--- src/rtl/instr_sequencer.sv ---
// Multi-cycle fetch/decode control stage: fetches 16-bit instructions over a
// req/valid handshake and drives register pointers, ALU op and a write strobe.
module instr_sequencer #(
  parameter int PC_W   = 8,
  parameter int DATA_W = 13
) (
  input  logic            clk,
  input  logic            Reset,
  input  logic            Start,
  output logic            InstrReq,
  output logic [PC_W-1:0] InstrAddr,
  input  logic [15:0]     InstrData,
  input  logic            InstrValid,
  output logic [2:0]      R1,
  output logic [2:0]      R2,
  output logic [2:0]      R3,
  output logic [2:0]      ALU_Op,
  output logic            WriteFlag,
  output logic            Busy,
  output logic            Halted,
  output logic [PC_W-1:0] PC
);

  typedef enum logic [2:0] {
    S_IDLE,
    S_FETCH,
    S_DECODE,
    S_EXECUTE,
    S_WRITEBACK,
    S_HALTED
  } state_t;

  state_t          state_q, state_d;
  logic [PC_W-1:0] pc_q, pc_d;
  logic [15:3]     ir_q, ir_d;
  logic [2:0]      r1_q, r1_d;
  logic [2:0]      r2_q, r2_d;
  logic [2:0]      r3_q, r3_d;
  logic [2:0]      alu_q, alu_d;

  logic [3:0]      opcode;
  logic            op_writes;
  logic            unused_bits;

  // Low instruction bits carry no meaning; DATA_W only documents the datapath.
  assign unused_bits = ^{InstrData[2:0], DATA_W > 0};

  assign opcode    = ir_q[15:12];
  assign op_writes = (opcode >= 4'd1) && (opcode <= 4'd6);

  always_ff @(posedge clk) begin
    if (Reset) begin
      state_q <= S_IDLE;
      pc_q    <= '0;
      ir_q    <= '0;
      r1_q    <= '0;
      r2_q    <= '0;
      r3_q    <= '0;
      alu_q   <= '0;
    end else begin
      state_q <= state_d;
      pc_q    <= pc_d;
      ir_q    <= ir_d;
      r1_q    <= r1_d;
      r2_q    <= r2_d;
      r3_q    <= r3_d;
      alu_q   <= alu_d;
    end
  end

  always_comb begin
    state_d = state_q;
    pc_d    = pc_q;
    ir_d    = ir_q;
    r1_d    = r1_q;
    r2_d    = r2_q;
    r3_d    = r3_q;
    alu_d   = alu_q;
    unique case (state_q)
      S_IDLE, S_HALTED: begin
        if (Start) begin
          pc_d    = '0;
          state_d = S_FETCH;
        end
      end
      S_FETCH: begin
        if (InstrValid) begin
          ir_d    = InstrData[15:3];
          state_d = S_DECODE;
        end
      end
      S_DECODE: begin
        // HALT leaves the pointer/op registers untouched.
        if (opcode == 4'hF) begin
          state_d = S_HALTED;
        end else begin
          r1_d    = ir_q[11:9];
          r2_d    = ir_q[8:6];
          r3_d    = ir_q[5:3];
          alu_d   = op_writes ? opcode[2:0] : 3'd0;
          state_d = S_EXECUTE;
        end
      end
      S_EXECUTE: begin
        state_d = S_WRITEBACK;
      end
      S_WRITEBACK: begin
        pc_d    = pc_q + PC_W'(1);
        state_d = S_FETCH;
      end
      default: begin
        state_d = S_IDLE;
      end
    endcase
  end

  assign InstrReq  = (state_q == S_FETCH);
  assign InstrAddr = pc_q;
  assign PC        = pc_q;
  assign R1        = r1_q;
  assign R2        = r2_q;
  assign R3        = r3_q;
  assign ALU_Op    = alu_q;
  // Gated by Reset so a write due in the reset cycle never reaches the regfile.
  assign WriteFlag = (state_q == S_WRITEBACK) && op_writes && !Reset;
  assign Busy      = (state_q == S_FETCH) || (state_q == S_DECODE) ||
                     (state_q == S_EXECUTE) || (state_q == S_WRITEBACK);
  assign Halted    = (state_q == S_HALTED);

endmodule

--- config.mk ---
export PLATFORM = sky130hd
export DESIGN_NAME = instr_sequencer
export DESIGN_NICKNAME = d
export VERILOG_FILES = /design/src/rtl/instr_sequencer.sv
export SDC_FILE = /design/constraint.sdc
export NUM_CORES = 1
export LEC_CHECK = 0
export ABC_AREA = 1
export BUFFER_PORTS_ARGS = -buffer_cell sky130_fd_sc_hd__buf_2
export CAP_MARGIN = 20
export CORE_ASPECT_RATIO = 1.25
export CORE_MARGIN = 2
export CORE_UTILIZATION = 25
export DETAILED_ROUTE_END_ITERATION = 6
export GPL_TIMING_DRIVEN = 0
export PLACE_DENSITY = 0.52
export SLEW_MARGIN = 30
export SYNTH_ARGS = -nofsm -noshare
export SYNTH_HDL_FRONTEND = slang
export SYNTH_SLANG_ARGS = --single-unit
--- constraint.sdc ---
create_clock -name clk -period 1.3 [get_ports clk]
set_input_delay 0.13 -clock clk [delete_from_list [all_inputs] [get_ports clk]]
set_output_delay 0.13 -clock clk [all_outputs]
set_load 0.01 [all_outputs]
After elaboration in Yosys (flattened, before gate mapping)
Index checks and enable logic that the tools add are counted.

Output and inout bits: 32. Input port bits: 20. Register bits after elaboration: 36. Logic and storage cells: 40.

Muxes and demuxes: 7. Add/subtract/negate cells: 1. $lt $le $gt $ge: 2. Equal/unequal tests: 8. Reduce and logical (&&, ||, !) cells: 14. Bitwise logic cells: 1.

Operator list (count): $pmux W8 S2 (1); $pmux W3 S5 (1); $mux W3 (4); $add A8 B1 Y8 const B (1); $mux W8 (1); $reduce_and A2 Y1 (4); $eq A3 B2 Y1 const B (2); $eq A3 B3 Y1 const B (2); $eq A4 B4 Y1 const B (1); $ge A4 B1 Y1 const B (1); $le A4 B3 Y1 const B (1); $eq A3 B1 Y1 const B (1); $logic_and A1 B1 Y1 (3); $logic_not A3 Y1 (1); $logic_or A1 B1 Y1 (3); $ne A2 B1 Y1 const B (1); $ne A2 B2 Y1 const B (1); $reduce_bool A2 Y1 (1); $reduce_or A2 Y1 (1); $logic_not A1 Y1 (1); $not A1 Y1 (1).

Depth between registers and ports, before layout
Gate-level depths: netlist of run 1.

Depth in word-level cells: 4. Gate-level depth with buffers: 8. Gate-level depth less buffers: 7.

Worst setup path after synthesis of run 1
No wires, ideal clock.

Path type: reg-to-reg. From: register pc_q[1], in the netlist InstrAddr[1]. To: register pc_q[6], in the netlist InstrAddr[6]. Required time: 1.166 ns. Clock period less this slack: 1.174 ns. Path slack: 0.126 ns. Cell stages (with the launch flop): 7. Data arrival time: 1.040 ns. Path through: dfxtp_1 ha_1 nand3_1 nor2_1 nand2_1 nand3_1 a21oi_1.

Cells in the longest elaborated chain, start to end: 2.

RTL lines: start, declared (line 34) `logic [PC_W-1:0] pc_q, pc_d;`; start signal, assigned (line 62) `pc_q <= pc_d;`; $add A8 B1 Y8 (line 108) `pc_d = pc_q + PC_W'(1);`; $pmux W8 S2 (line 79) `unique case (state_q)`.

No other way between the ends. A chain may end at the register's enable or synchronous reset.

Worst setup path in the final report of run 1
From: register ir_q[14] (netlist name). To: output port WriteFlag.

Cells in the longest elaborated chain, start to end: 4. Elaborated cells on any way between the ends: 5. Those cells by class: order compare: 2; reduce/logical: 3.

RTL lines: start, declared (line 35) `logic [15:3] ir_q, ir_d;`; start signal, assigned (line 63) `ir_q <= ir_d;`; $ge A4 B1 Y1 / $le A4 B3 Y1 (equally long branches) (line 49) `assign op_writes = (opcode >= 4'd1) && (opcode <= 4'd6);`; $logic_and A1 B1 Y1 (*) (line 49); $logic_and A1 B1 Y1 (*) (2 in series) (line 125) `assign WriteFlag = (state_q == S_WRITEBACK) && op_writes && !Reset;`; end, declared (line 18) `output logic WriteFlag,`.

Mark *: on every way between the ends. The rest lies on a longest branch, timed or not.

==> results of run 1 <==
## state kept, by name, summed over array words and instances (netlist names)
| name | count |
|---|---|
| InstrAddr | 8 |
| state_q | 3 |
| R1 | 3 |
| R2 | 3 |
| ALU_Op | 3 |
| R3 | 3 |
| ir_q | 13 |
## cell usage in the layout, fill, tap and decap left out, types with 3 or more instances in the layout
cell type                  synthesis  layout
sky130_fd_sc_hd__clkbuf_8          0       5
sky130_fd_sc_hd__nand2_2           3       5
sky130_fd_sc_hd__dfxtp_2           0       6
sky130_fd_sc_hd__nand3_1          15      13
sky130_fd_sc_hd__nand2_1          35      33
sky130_fd_sc_hd__dfxtp_4           0       3
sky130_fd_sc_hd__nand2_4           2       3
sky130_fd_sc_hd__inv_1            18      15
sky130_fd_sc_hd__buf_2             0      47
sky130_fd_sc_hd__nor2_1           47      47
sky130_fd_sc_hd__buf_6             3       5
sky130_fd_sc_hd__buf_4             8      15
sky130_fd_sc_hd__dfxtp_1          36      27
sky130_fd_sc_hd__o21ai_0          16      13
sky130_fd_sc_hd__o21ai_2           0       5
sky130_fd_sc_hd__a21oi_1          16      15
sky130_fd_sc_hd__inv_2             3       4
sky130_fd_sc_hd__o21ai_1           8       6
## final timing paths
kind                      startpoint               endpoint  slack (ns)
max reg2reg  state_q[0]$_SDFFE_PP0P_   ir_q[7]$_SDFFE_PP0P_        0.08
min reg2reg       R3[1]$_SDFFE_PP0P_     R3[1]$_SDFFE_PP0P_        0.48
min                    InstrData[11]  ir_q[11]$_SDFFE_PP0P_        0.08
max            ir_q[14]$_SDFFE_PP0P_              WriteFlag       0.006
## logic make-up after synthesis
| kind of cell | after synthesis | share of synthesized area (%) |
|---|---|---|
| buf+inv | 35 | 11.3 |
| flops | 36 | 44.1 |
| simple gates | 109 | 29.1 |
| compound gates | 44 | 14.2 |
| fa+ha+maj | 1 | 0.766 |
| xor+xnor | 1 | 0.536 |
## per-layer routing
layer / vias to the layer above / part of all wire, % / GRT usage, %
met4: 0 / 1.2 / 5.45
met1: 720 / 44 / 13.0
li1: 857 / - / -
met5: - / 0 / 0
met3: 2 / 4.1 / 2.29
met2: 32 / 51 / 19.9
## worst min-delay path, stage by stage
cell,delay [ns]
sky130_fd_sc_hd__buf_2,0.09
sky130_fd_sc_hd__o21ai_2,0.05
sky130_fd_sc_hd__nor2_1,0.07
## power groups by stage
stage / Clock [W] / Sequential [W] / Combinational [W]
after floorplan: 0 / 0.00139 / 0.000526
after global placement: 0 / 0.00138 / 0.000765
after detailed placement: 0 / 0.00138 / 0.000770
after CTS: 0.000836 / 0.00136 / 0.000859
after global routing: 0.000878 / 0.00138 / 0.00112
final: 0.000797 / 0.00136 / 0.000991
## metrics by stage
step	worst slack (ns)	utilization, %	area (um^2)	setup TNS (ns)
detailed placement	-0.00399	31.7	1980	-0.00399
floorplan	0.126	-	1630	0
finish	0.00558	36.2	2260	0
global route	-0.0794	36.2	2260	-0.104
global placement	-0.00357	31.7	1980	-0.00357
CTS	0.00121	34.4	2150	0
## final cells by class
type	count	share of cell area, %
inverter	21	3.71
timing repair buffer	58	15.3
clock buffer	5	3.05
multi-input combinational	156	34.6
clock inverter	3	1.05
buffer	14	4.82
tap	85	4.71
sequential	36	32.7
## repair_timing
action	4_1_cts	5_1_grt
resized for setup	15	21
cloned	0	2
hold endpoints to repair	0	0
endpoints found under the setup margin	2	23
pin swaps	3	2
setup buffers	6	3
==> metrics, run 1 <==
hold slack=0.0767 ns; detailed-placement wirelength estimate=2910 um; x dimension of the die=76.3 um; synthesis warning total=0; number of cells on the critical path=5; portion of synthesized cell area occupied by the leading cell type=44.1%; iteration count of the initial detailed-routing pass=4; critical-path maximum fanout=4; setup violation total in the final timing report=0; max-cap violation count=0; count of unique library cells instantiated by Yosys=24; GPL Wtd Cong=0.753; biggest area contributors in the synthesized netlist=sky130_fd_sc_hd__dfxtp_1 44%, sky130_fd_sc_hd__nor2_1 11%, sky130_fd_sc_hd__nand2_1 8.0%; most frequent cells after synthesis=47 x sky130_fd_sc_hd__nor2_1, 36 x sky130_fd_sc_hd__dfxtp_1, 35 x sky130_fd_sc_hd__nand2_1, 18 x sky130_fd_sc_hd__inv_1; Avg Synthesized Cell Area=7.22 um^2; cell count of the worst hold path=3; status=finished, final reports clean; crit end category=output port; Synth-to-Final Area Change=38.4%; worst rel slew slack=59.3%; logic gate share of total power=31.5%; Core Area=0.00625 mm^2; CTS Root Cell=sky130_fd_sc_hd__clkbuf_8; hold buffer count at cts=0; leakage dissipation=1.06 nW; post-route total power=0.00315 W; type of the worst min-delay path=primary input to flop; instance count of the mapped netlist=226; initial detailed-routing violation count=42; Worst-path clk slew=0.08 ns; cell with the largest stage delay on the worst path=sky130_fd_sc_hd__dfxtp_2; post-synthesis net count=247; maximum number of pins on one net before global-route repair=14; via count of the routed design=1611; mapped cell area=0.00163 mm^2; Filler cells=698; post-layout net count=313; number of global-route vias before repair=1446; endpoints failing hold=0; number of slew-limit violations in the final report=0; class of the most critical setup path=flop to output port; clock group share of total power=25.3%; Worst Path Required=1.17 ns; overall routed net length=3990 um; detailed-route wire length per cell=10.5 um; Internal=0.00208 W; grt ovf=0; clk buf depth=2; number of antenna violations at the first check in global routing=0; area of the multi-input gates=782 um^2; Starting Density=26.1%; number of synthesized register bits=36; clock sink count=36; biggest area consumer among synthesized cells=sky130_fd_sc_hd__dfxtp_1; Most used DFF post-synth=sky130_fd_sc_hd__dfxtp_1; Boundary Pins=52; footprint of the flip-flops and latches=739 um^2; async set-or-reset flop fraction in the synthesized netlist=0%; Worst Path Arrival=1.16 ns; sum of buffers and inverters on the critical path=2; switching power=0.00107 W; die extent in y=94.4 um; most frequent cell after synthesis=sky130_fd_sc_hd__nor2_1; longest individual stage delay on the worst path=0.36 ns; non-filler cells in the finished layout=378; clock skew after layout=0.00822 ns; worst-margin pin slew=0.610 ns; fraction of power spent switching nets=34.0%; dominant delay contributor by cell family on the critical path=flip-flops; setup repair after global routing missed its margin=true; worst r2r path cells=7; post-layout minimum cycle time=1.29 ns; count of antenna diodes in the layout=0; die area=0.00720 mm^2; number of remaining DRC errors=0; insertion delay to the later sink of the worst-skew pair=0.29 ns; cell chain of the critical path=inv_1 -> nand2_1 -> nand3_2 -> nor3_2 -> buf_2; number of buffer cells added on primary ports=48; number of levels in the clock H-tree=2; register area share after synthesis=44.1%; category of the worst setup path launch point=flop; overall routing resource usage=11.2%; Avg Vias per Cell=4.26; Placed Cells incl. Taps=359; power share of the sequential group=43.2%; proportion of layout cells with a drive suffix above 1=38.6%; wire length of the first global-routing pass=6530 um; antenna-violating nets left=0; fmax=773 MHz; final period utilization=99.6%; EDFF count, synth=0; total power density per cell area=1390 mW/mm^2; TritonCTS clock tree=built; placement row count=32; Max IR drop VDD=360 uV; total CTS buffers=5
Note: power is estimated with default switching activity, not from simulation.
==> inputs of run 2 (changes only) <==
- BUFFER_PORTS_ARGS: -buffer_cell sky130_fd_sc_hd__buf_2 -> default
- DONT_BUFFER_PORTS: default -> 1
- PLACE_DENSITY: 0.52 -> 0.45
==> run 2 against run 1 <==
Compared with the run above: the run now ends with setup timing left; clock-buffer cell count is the same; maximum frequency shrank 0.75%; die area is the same; power grew 12%; final area shrank 8.4%; clock power grew 73%; setup slack lost 0.0097 ns; combinational power shrank 24%; first-iteration DRC count shrank 24%; global-route usage shrank 0.15 points; register-to-register slack lost 0.07 ns; critical endpoint unchanged; highest routed layer unchanged.
==> metrics, run 2 (same netlist as run 1, synthesis figures left out) <==
post-layout net count=268 (was 313); fmax=767 MHz (was 773 MHz); final instance area=0.00207 mm^2 (was 0.00226 mm^2); Avg Vias per Cell=4.36 (was 4.26); worst rel slew slack=66.3% (was 59.3%); most common library cell in the layout ignoring fill and taps=sky130_fd_sc_hd__nor2_1; worst-margin pin slew=0.505 ns (was 0.610 ns); critical-path maximum fanout=4 (unchanged); Worst-path clk slew=0.07 ns (was 0.08 ns); total CTS buffers=5 (unchanged); worst r2r path cells=7 (unchanged); commonest cells after routing, fill and taps aside=47 x sky130_fd_sc_hd__nor2_1, 33 x sky130_fd_sc_hd__nand2_1, 29 x sky130_fd_sc_hd__dfxtp_1 (was 47 x sky130_fd_sc_hd__nor2_1, 47 x sky130_fd_sc_hd__buf_2, 33 x sky130_fd_sc_hd__nand2_1); clock skew after layout=0.00992 ns (was 0.00822 ns); leakage dissipation=0.849 nW (was 1.06 nW); type of the worst min-delay path=primary input to flop (unchanged); setup violation total in the final timing report=1 (was 0); final worst-path setup slack=-0.00417 ns (was 0.00558 ns); Max IR drop VDD=670 uV (was 360 uV); die extent in y=94.4 um (unchanged); clock sink count=36 (unchanged); Worst Path Arrival=1.17 ns (was 1.16 ns); dominant delay contributor by cell family on the critical path=simple AND/OR/NAND/NOR gates (was flip-flops); end point of the critical path=WriteFlag (unchanged); initial detailed-routing violation count=32 (was 42); proportion of layout cells with a drive suffix above 1=20.2% (was 38.6%); wire length of the first global-routing pass=6270 um (was 6530 um); grt ovf=0 (unchanged); post-layout minimum cycle time=1.30 ns (was 1.29 ns); register-to-register setup slack=0.01 ns (was 0.08 ns); number of buffer cells added on primary ports=0 (was 48); violated checks=setup timing; reg-to-reg endpoint=ir_q[13]$_SDFFE_PP0P_ (was ir_q[7]$_SDFFE_PP0P_); category of the worst setup path launch point=flop (unchanged); placement row count=32 (unchanged); longest individual stage delay on the worst path=0.36 ns (about the same); iteration count of the initial detailed-routing pass=4 (unchanged); Worst setup startpoint=state_q[0]$_SDFFE_PP0P_ (was ir_q[14]$_SDFFE_PP0P_); CTS Root Cell=sky130_fd_sc_hd__clkbuf_8 (unchanged); overall routing resource usage=11.1% (was 11.2%); number of remaining DRC errors=0 (unchanged); max-cap violation count=0 (unchanged); Starting Density=26.1% (unchanged); detailed-route wire length per cell=11.8 um (was 10.5 um); endpoints failing hold=0 (unchanged); GPL Wtd Cong=0.825 (was 0.753); class of the most critical setup path=flop to output port (unchanged); clk buf depth=2 (unchanged); cell with the largest stage delay on the worst path=sky130_fd_sc_hd__dfxtp_4 (was sky130_fd_sc_hd__dfxtp_2); die area=0.00720 mm^2 (unchanged); total power density per cell area=1700 mW/mm^2 (was 1390 mW/mm^2); maximum number of pins on one net before global-route repair=13 (was 14); flip-flop count of the largest register after layout=13 (unchanged); number of cells on the critical path=5 (unchanged); detailed-placement wirelength estimate=2820 um (was 2910 um); count of antenna diodes in the layout=0 (unchanged); Worst Path Required=1.17 ns (about the same); number of slew-limit violations in the final report=0 (unchanged); TritonCTS clock tree=built (unchanged); number of antenna violations at the first check in global routing=0 (unchanged); post-route setup TNS=-0.00417 ns (was 0 ns); final period utilization=100% (was 99.6%); Synth-to-Final Area Change=26.8% (was 38.4%); insertion delay to the later sink of the worst-skew pair=0.29 ns (about the same); Core Area=0.00625 mm^2 (unchanged); Boundary Pins=52 (unchanged); largest reg by FF count=ir_q (unchanged); placement-stage cell area=0.00174 mm^2 (was 0.00198 mm^2); setup repair after global routing missed its margin=true (unchanged); number of global-route vias before repair=1351 (was 1446); most frequent CP cell=sky130_fd_sc_hd__inv_2; antenna-violating nets left=0 (unchanged); via count of the routed design=1451 (was 1611); sum of buffers and inverters on the critical path=2 (unchanged); overall routed net length=3940 um (was 3990 um); x dimension of the die=76.3 um (unchanged); status=complete, but fails checks (was finished, final reports clean); cell chain of the critical path=inv_2 -> nand2_2 -> nor2_4 -> inv_2 -> nor3_4 (was inv_1 -> nand2_1 -> nand3_2 -> nor3_2 -> buf_2); origin of the critical flop-to-flop path=state_q[0]$_SDFFE_PP0P_ (unchanged); number of levels in the clock H-tree=2 (unchanged); crit end category=output port (unchanged)
[run 2: cell count changes in the layout (fill, tap and decap cells not counted), moves of 4 or more]
cell | before | now
sky130_fd_sc_hd__o21ai_1 | 6 | 11
sky130_fd_sc_hd__buf_2 | 47 | 0
sky130_fd_sc_hd__dlygate4sd3_1 | 0 | 10
sky130_fd_sc_hd__o21ai_2 | 5 | 1
[run 2: layout make-up]
class	instances	area, um^2
plain buffers	14	109
clock buffers	5	68.8
clock inverters	3	90.1
fillers	687	4180
inverters	21	83.8
multi-input cells	155	751
flip-flops and latches	36	732
well taps	85	106
repair buffers	14	130
[run 2: worst min path at each step]
stage,start,to,slack (ns),cells after the start
3_5_place_dp,Reset,state_q[1]$_SDFFE_PP0P_,0.22,1
2_1_floorplan,Reset,state_q[1]$_SDFFE_PP0P_,0.21,1
6_report,InstrData[3],ir_q[3]$_SDFFE_PP0P_,0.02,2
4_1_cts,InstrData[3],ir_q[3]$_SDFFE_PP0P_,0.008,2
5_1_grt,InstrData[12],ir_q[12]$_SDFFE_PP0P_,0.04,2
3_3_place_gp,Reset,state_q[1]$_SDFFE_PP0P_,0.21,1
[run 2: power by group]
| part | switching, W | leakage, nW | total (W) | internal, W |
|---|---|---|---|---|
| registers | 0.000129 | 0.296 | 0.00139 | 0.00126 |
| clock network | 0.000419 | 0.0784 | 0.00138 | 0.000960 |
| logic | 0.000460 | 0.474 | 0.000750 | 0.000290 |
[run 2: layer usage]
layer	GRT usage (%)	vias to the layer above	share of wire, %
met1	11.6	642	43
li1	-	758	-
met5	0	-	0
met3	3.92	6	6.4
met2	19.2	45	48
met4	6.82	0	2.9
[run 2: metrics by stage]
stage | setup WS (ns) | hold slack, ns | power (W) | utilization (%) | std cells
2_1_floorplan | 0.126 | 0.208 | 0.00191 | - | 226
3_3_place_gp | -0.115 | 0.212 | 0.00206 | 27.8 | 311
3_5_place_dp | -0.114 | 0.215 | 0.00207 | 27.8 | 311
4_1_cts | -0.0185 | 0.00759 | 0.00355 | 32.8 | 333
5_1_grt | -0.0986 | 0.0358 | 0.00372 | 33.2 | 333
6_report | -0.00417 | 0.0220 | 0.00352 | 33.2 | 333
[run 2: what timing repair did]
action                                 CTS  global route
pin swaps                                2             2
setup buffers                            4             0
endpoints found under the hold margin   11             0
setup endpoints to repair               10            31
gates resized for setup                 11            13
hold buffers                            10             0
==> inputs of run 3 (changes only) <==
- CORE_UTILIZATION: 25 -> 61
- PLACE_DENSITY: 0.45 -> 0.84
==> run 3 against run 2 <==
Compared with the run above: the run still ends with setup timing left; via count is 12% higher; maximum frequency is 6.0% lower; largest power group unchanged; clock power is 44% lower; combinational power is 29% higher.
==> metrics, run 3 (same netlist as run 1, synthesis figures left out) <==
number of antenna violations at the first check in global routing=0 (unchanged); Avg Vias per Cell=5.53 (was 4.36); cell with the largest stage delay on the worst path=sky130_fd_sc_hd__dfxtp_2 (was sky130_fd_sc_hd__dfxtp_4); clock sink count=36 (unchanged); detailed-route wire length per cell=14.8 um (was 11.8 um); proportion of layout cells with a drive suffix above 1=26.9% (was 20.2%); maximum number of pins on one net before global-route repair=12 (was 13); final worst-path setup slack=-0.0875 ns (was -0.00417 ns); final instance area=0.00209 mm^2 (was 0.00207 mm^2); antenna-violating nets left=0 (unchanged); violated checks=setup timing (unchanged); wire length of the first global-routing pass=6030 um (was 6270 um); reg-to-reg endpoint=ir_q[6]$_SDFFE_PP0P_ (was ir_q[13]$_SDFFE_PP0P_); worst r2r path cells=8 (was 7); sum of buffers and inverters on the critical path=3 (was 2); insertion delay to the later sink of the worst-skew pair=0.34 ns (was 0.29 ns); setup violation total in the final timing report=16 (was 1); worst-margin pin slew=0.510 ns (was 0.505 ns); placement-stage cell area=0.00168 mm^2 (was 0.00174 mm^2); number of buffer cells added on primary ports=0 (unchanged); CTS Root Cell=sky130_fd_sc_hd__clkbuf_4 (was sky130_fd_sc_hd__clkbuf_8); detailed-placement wirelength estimate=2320 um (was 2820 um); Min-Delay Startpoint=Start (was InstrData[3]); Max IR drop VDD=1260 uV (was 670 uV); number of levels in the clock H-tree=2 (unchanged); clock skew after layout=0.00615 ns (was 0.00992 ns); GPL Wtd Cong=0.818 (was 0.825); Worst Path Required=1.55 ns (was 1.17 ns); critical-path maximum fanout=5 (was 4); die area=0.00311 mm^2 (was 0.00720 mm^2); number of remaining DRC errors=0 (unchanged); longest individual stage delay on the worst path=0.35 ns (was 0.36 ns); Worst Path Arrival=1.64 ns (was 1.17 ns); Boundary Pins=52 (unchanged); status=complete, but fails checks (unchanged); dominant delay contributor by cell family on the critical path=simple AND/OR/NAND/NOR gates (unchanged); Starting Density=62.8% (was 26.1%); Placed Cells incl. Taps=260 (was 311); count of antenna diodes in the layout=0 (unchanged); Internal=0.00205 W (was 0.00251 W); total CTS buffers=5 (unchanged); overall routing resource usage=25.8% (was 11.1%); number of global-route vias before repair=1432 (was 1351); power share of the sequential group=44.4% (was 39.5%); cell count of the worst hold path=3 (was 2); TritonCTS clock tree=built (unchanged); crit end category=flop (was output port); fmax=721 MHz (was 767 MHz); total power density per cell area=1500 mW/mm^2 (was 1700 mW/mm^2); leakage dissipation=0.888 nW (was 0.849 nW); Worst-path clk slew=0.11 ns (was 0.07 ns); max-cap violation count=0 (unchanged); logic gate share of total power=30.9% (was 21.3%); via count of the routed design=1625 (was 1451); capture endpoint of the worst hold path=state_q[2]$_SDFFE_PP0P_ (was ir_q[3]$_SDFFE_PP0P_); flip-flop count of the largest register after layout=13 (unchanged); grt ovf=0 (unchanged); non-filler cells in the finished layout=294 (was 333); register-to-register setup slack=-0.09 ns (was 0.01 ns); Synth-to-Final Area Change=28.1% (was 26.8%); number of slew-limit violations in the final report=0 (unchanged); Core Area=0.00260 mm^2 (was 0.00625 mm^2); initial detailed-routing violation count=62 (was 32); type of the worst min-delay path=primary input to flop (unchanged); placement row count=21 (was 32); category of the worst setup path launch point=flop (unchanged); largest reg by FF count=ir_q (unchanged); x dimension of the die=50.3 um (was 76.3 um); iteration count of the initial detailed-routing pass=4 (unchanged); clock group share of total power=24.8% (was 39.2%); post-layout minimum cycle time=1.39 ns (was 1.30 ns); clk buf depth=2 (unchanged); switching power=0.00108 W (was 0.00101 W); most frequent CP cell=sky130_fd_sc_hd__nand2_4 (was sky130_fd_sc_hd__inv_2); cell chain of the critical path=inv_2 -> buf_4 -> nand2_4 -> nor2_4 -> nand2_4 -> clkbuf_16 -> o21ai_2 -> nor2_1 (was inv_2 -> nand2_2 -> nor2_4 -> inv_2 -> nor3_4); endpoints failing hold=0 (unchanged); fraction of power spent switching nets=34.6% (was 28.7%); commonest cells after routing, fill and taps aside=47 x sky130_fd_sc_hd__nor2_1, 31 x sky130_fd_sc_hd__nand2_1, 26 x sky130_fd_sc_hd__dfxtp_1 (was 47 x sky130_fd_sc_hd__nor2_1, 33 x sky130_fd_sc_hd__nand2_1, 29 x sky130_fd_sc_hd__dfxtp_1); final period utilization=107% (was 100%); origin of the critical flop-to-flop path=state_q[1]$_SDFFE_PP0P_ (was state_q[0]$_SDFFE_PP0P_); worst rel slew slack=66.0% (was 66.3%); setup repair after global routing missed its margin=true (unchanged); overall routed net length=4340 um (was 3940 um); class of the most critical setup path=flop to flop (was flop to output port); die extent in y=61.8 um (was 94.4 um); most common library cell in the layout ignoring fill and taps=sky130_fd_sc_hd__nor2_1 (unchanged); post-layout net count=280 (was 268)
==> run 3: power by group through the flow <==
| stage | logic [W] | clock network (W) | registers, W |
|---|---|---|---|
| 5_1_grt | 0.00105 | 0.000836 | 0.00141 |
| 4_1_cts | 0.000764 | 0.000789 | 0.00138 |
| 3_5_place_dp | 0.000624 | 0 | 0.00142 |
| 3_3_place_gp | 0.000613 | 0 | 0.00141 |
| 6_report | 0.000969 | 0.000778 | 0.00139 |
| 2_1_floorplan | 0.000526 | 0 | 0.00139 |
==> run 3: routing by layer <==
metal	GRT usage [%]	wire length (um)	part of all wire (%)	up-vias
li1	-	-	-	788
met5	0	0	0	-
met4	11.9	119	2.7	0
met2	47.6	2280	52	78
met3	7.66	314	7.2	11
met1	27.4	1630	38	748
==> run 3: worst max path at each step <==
stage / slack (ns) / start / to / cells after the start
5_1_grt: -0.13 / state_q[1]$_SDFFE_PP0P_ / ir_q[3]$_SDFFE_PP0P_ / 8
3_5_place_dp: -0.04 / state_q[0]$_SDFFE_PP0P_ / WriteFlag / 5
3_3_place_gp: -0.04 / state_q[0]$_SDFFE_PP0P_ / WriteFlag / 5
6_report: -0.09 / state_q[1]$_SDFFE_PP0P_ / ir_q[6]$_SDFFE_PP0P_ / 8
4_1_cts: -0.06 / state_q[0]$_SDFFE_PP0P_ / WriteFlag / 5
2_1_floorplan: 0.13 / InstrAddr[1]$_SDFFE_PP0P_ / InstrAddr[6]$_SDFFE_PP0P_ / 6
==> run 3: worst register-to-register path: stages (launching register included) <==
cell                        delay [ns]
sky130_fd_sc_hd__dfxtp_2          0.35
sky130_fd_sc_hd__inv_2            0.07
sky130_fd_sc_hd__buf_4            0.14
sky130_fd_sc_hd__nand2_4          0.06
sky130_fd_sc_hd__nor2_4           0.21
sky130_fd_sc_hd__nand2_4          0.12
sky130_fd_sc_hd__clkbuf_16        0.18
sky130_fd_sc_hd__o21ai_2          0.12
sky130_fd_sc_hd__nor2_1           0.05
==> run 3: repair_timing <==
item	4_1_cts	5_1_grt
gates cloned	0	2
resized for setup	12	28
endpoints found under the setup margin	3	32
setup buffers	6	4
hold buffers	14	0
endpoints found under the hold margin	16	0
pin swaps	3	3
==> run 3: through the flow <==
stage	hold slack, ns	TNS [ns]	total power, W	worst slack [ns]	utilization (%)
final	0.0259	-0.777	0.00314	-0.0875	80.4
after global placement	0.210	-0.0366	0.00202	-0.0366	64.4
after floorplan	0.208	0	0.00191	0.126	-
after CTS	0.0155	-0.0611	0.00294	-0.0611	75.3
after detailed placement	0.212	-0.0666	0.00204	-0.0446	64.4
after global routing	0.0609	-1.80	0.00330	-0.129	80.4
==> run 3: layout make-up <==
cell class,count,area [um^2]
buffer,14,110
clock buffer,6,41.3
clock inverter,2,35.0
multi-input combinational,156,798
tap,34,42.5
fill,161,509
inverter,21,81.3
sequential,36,743
timing repair buffer,25,240
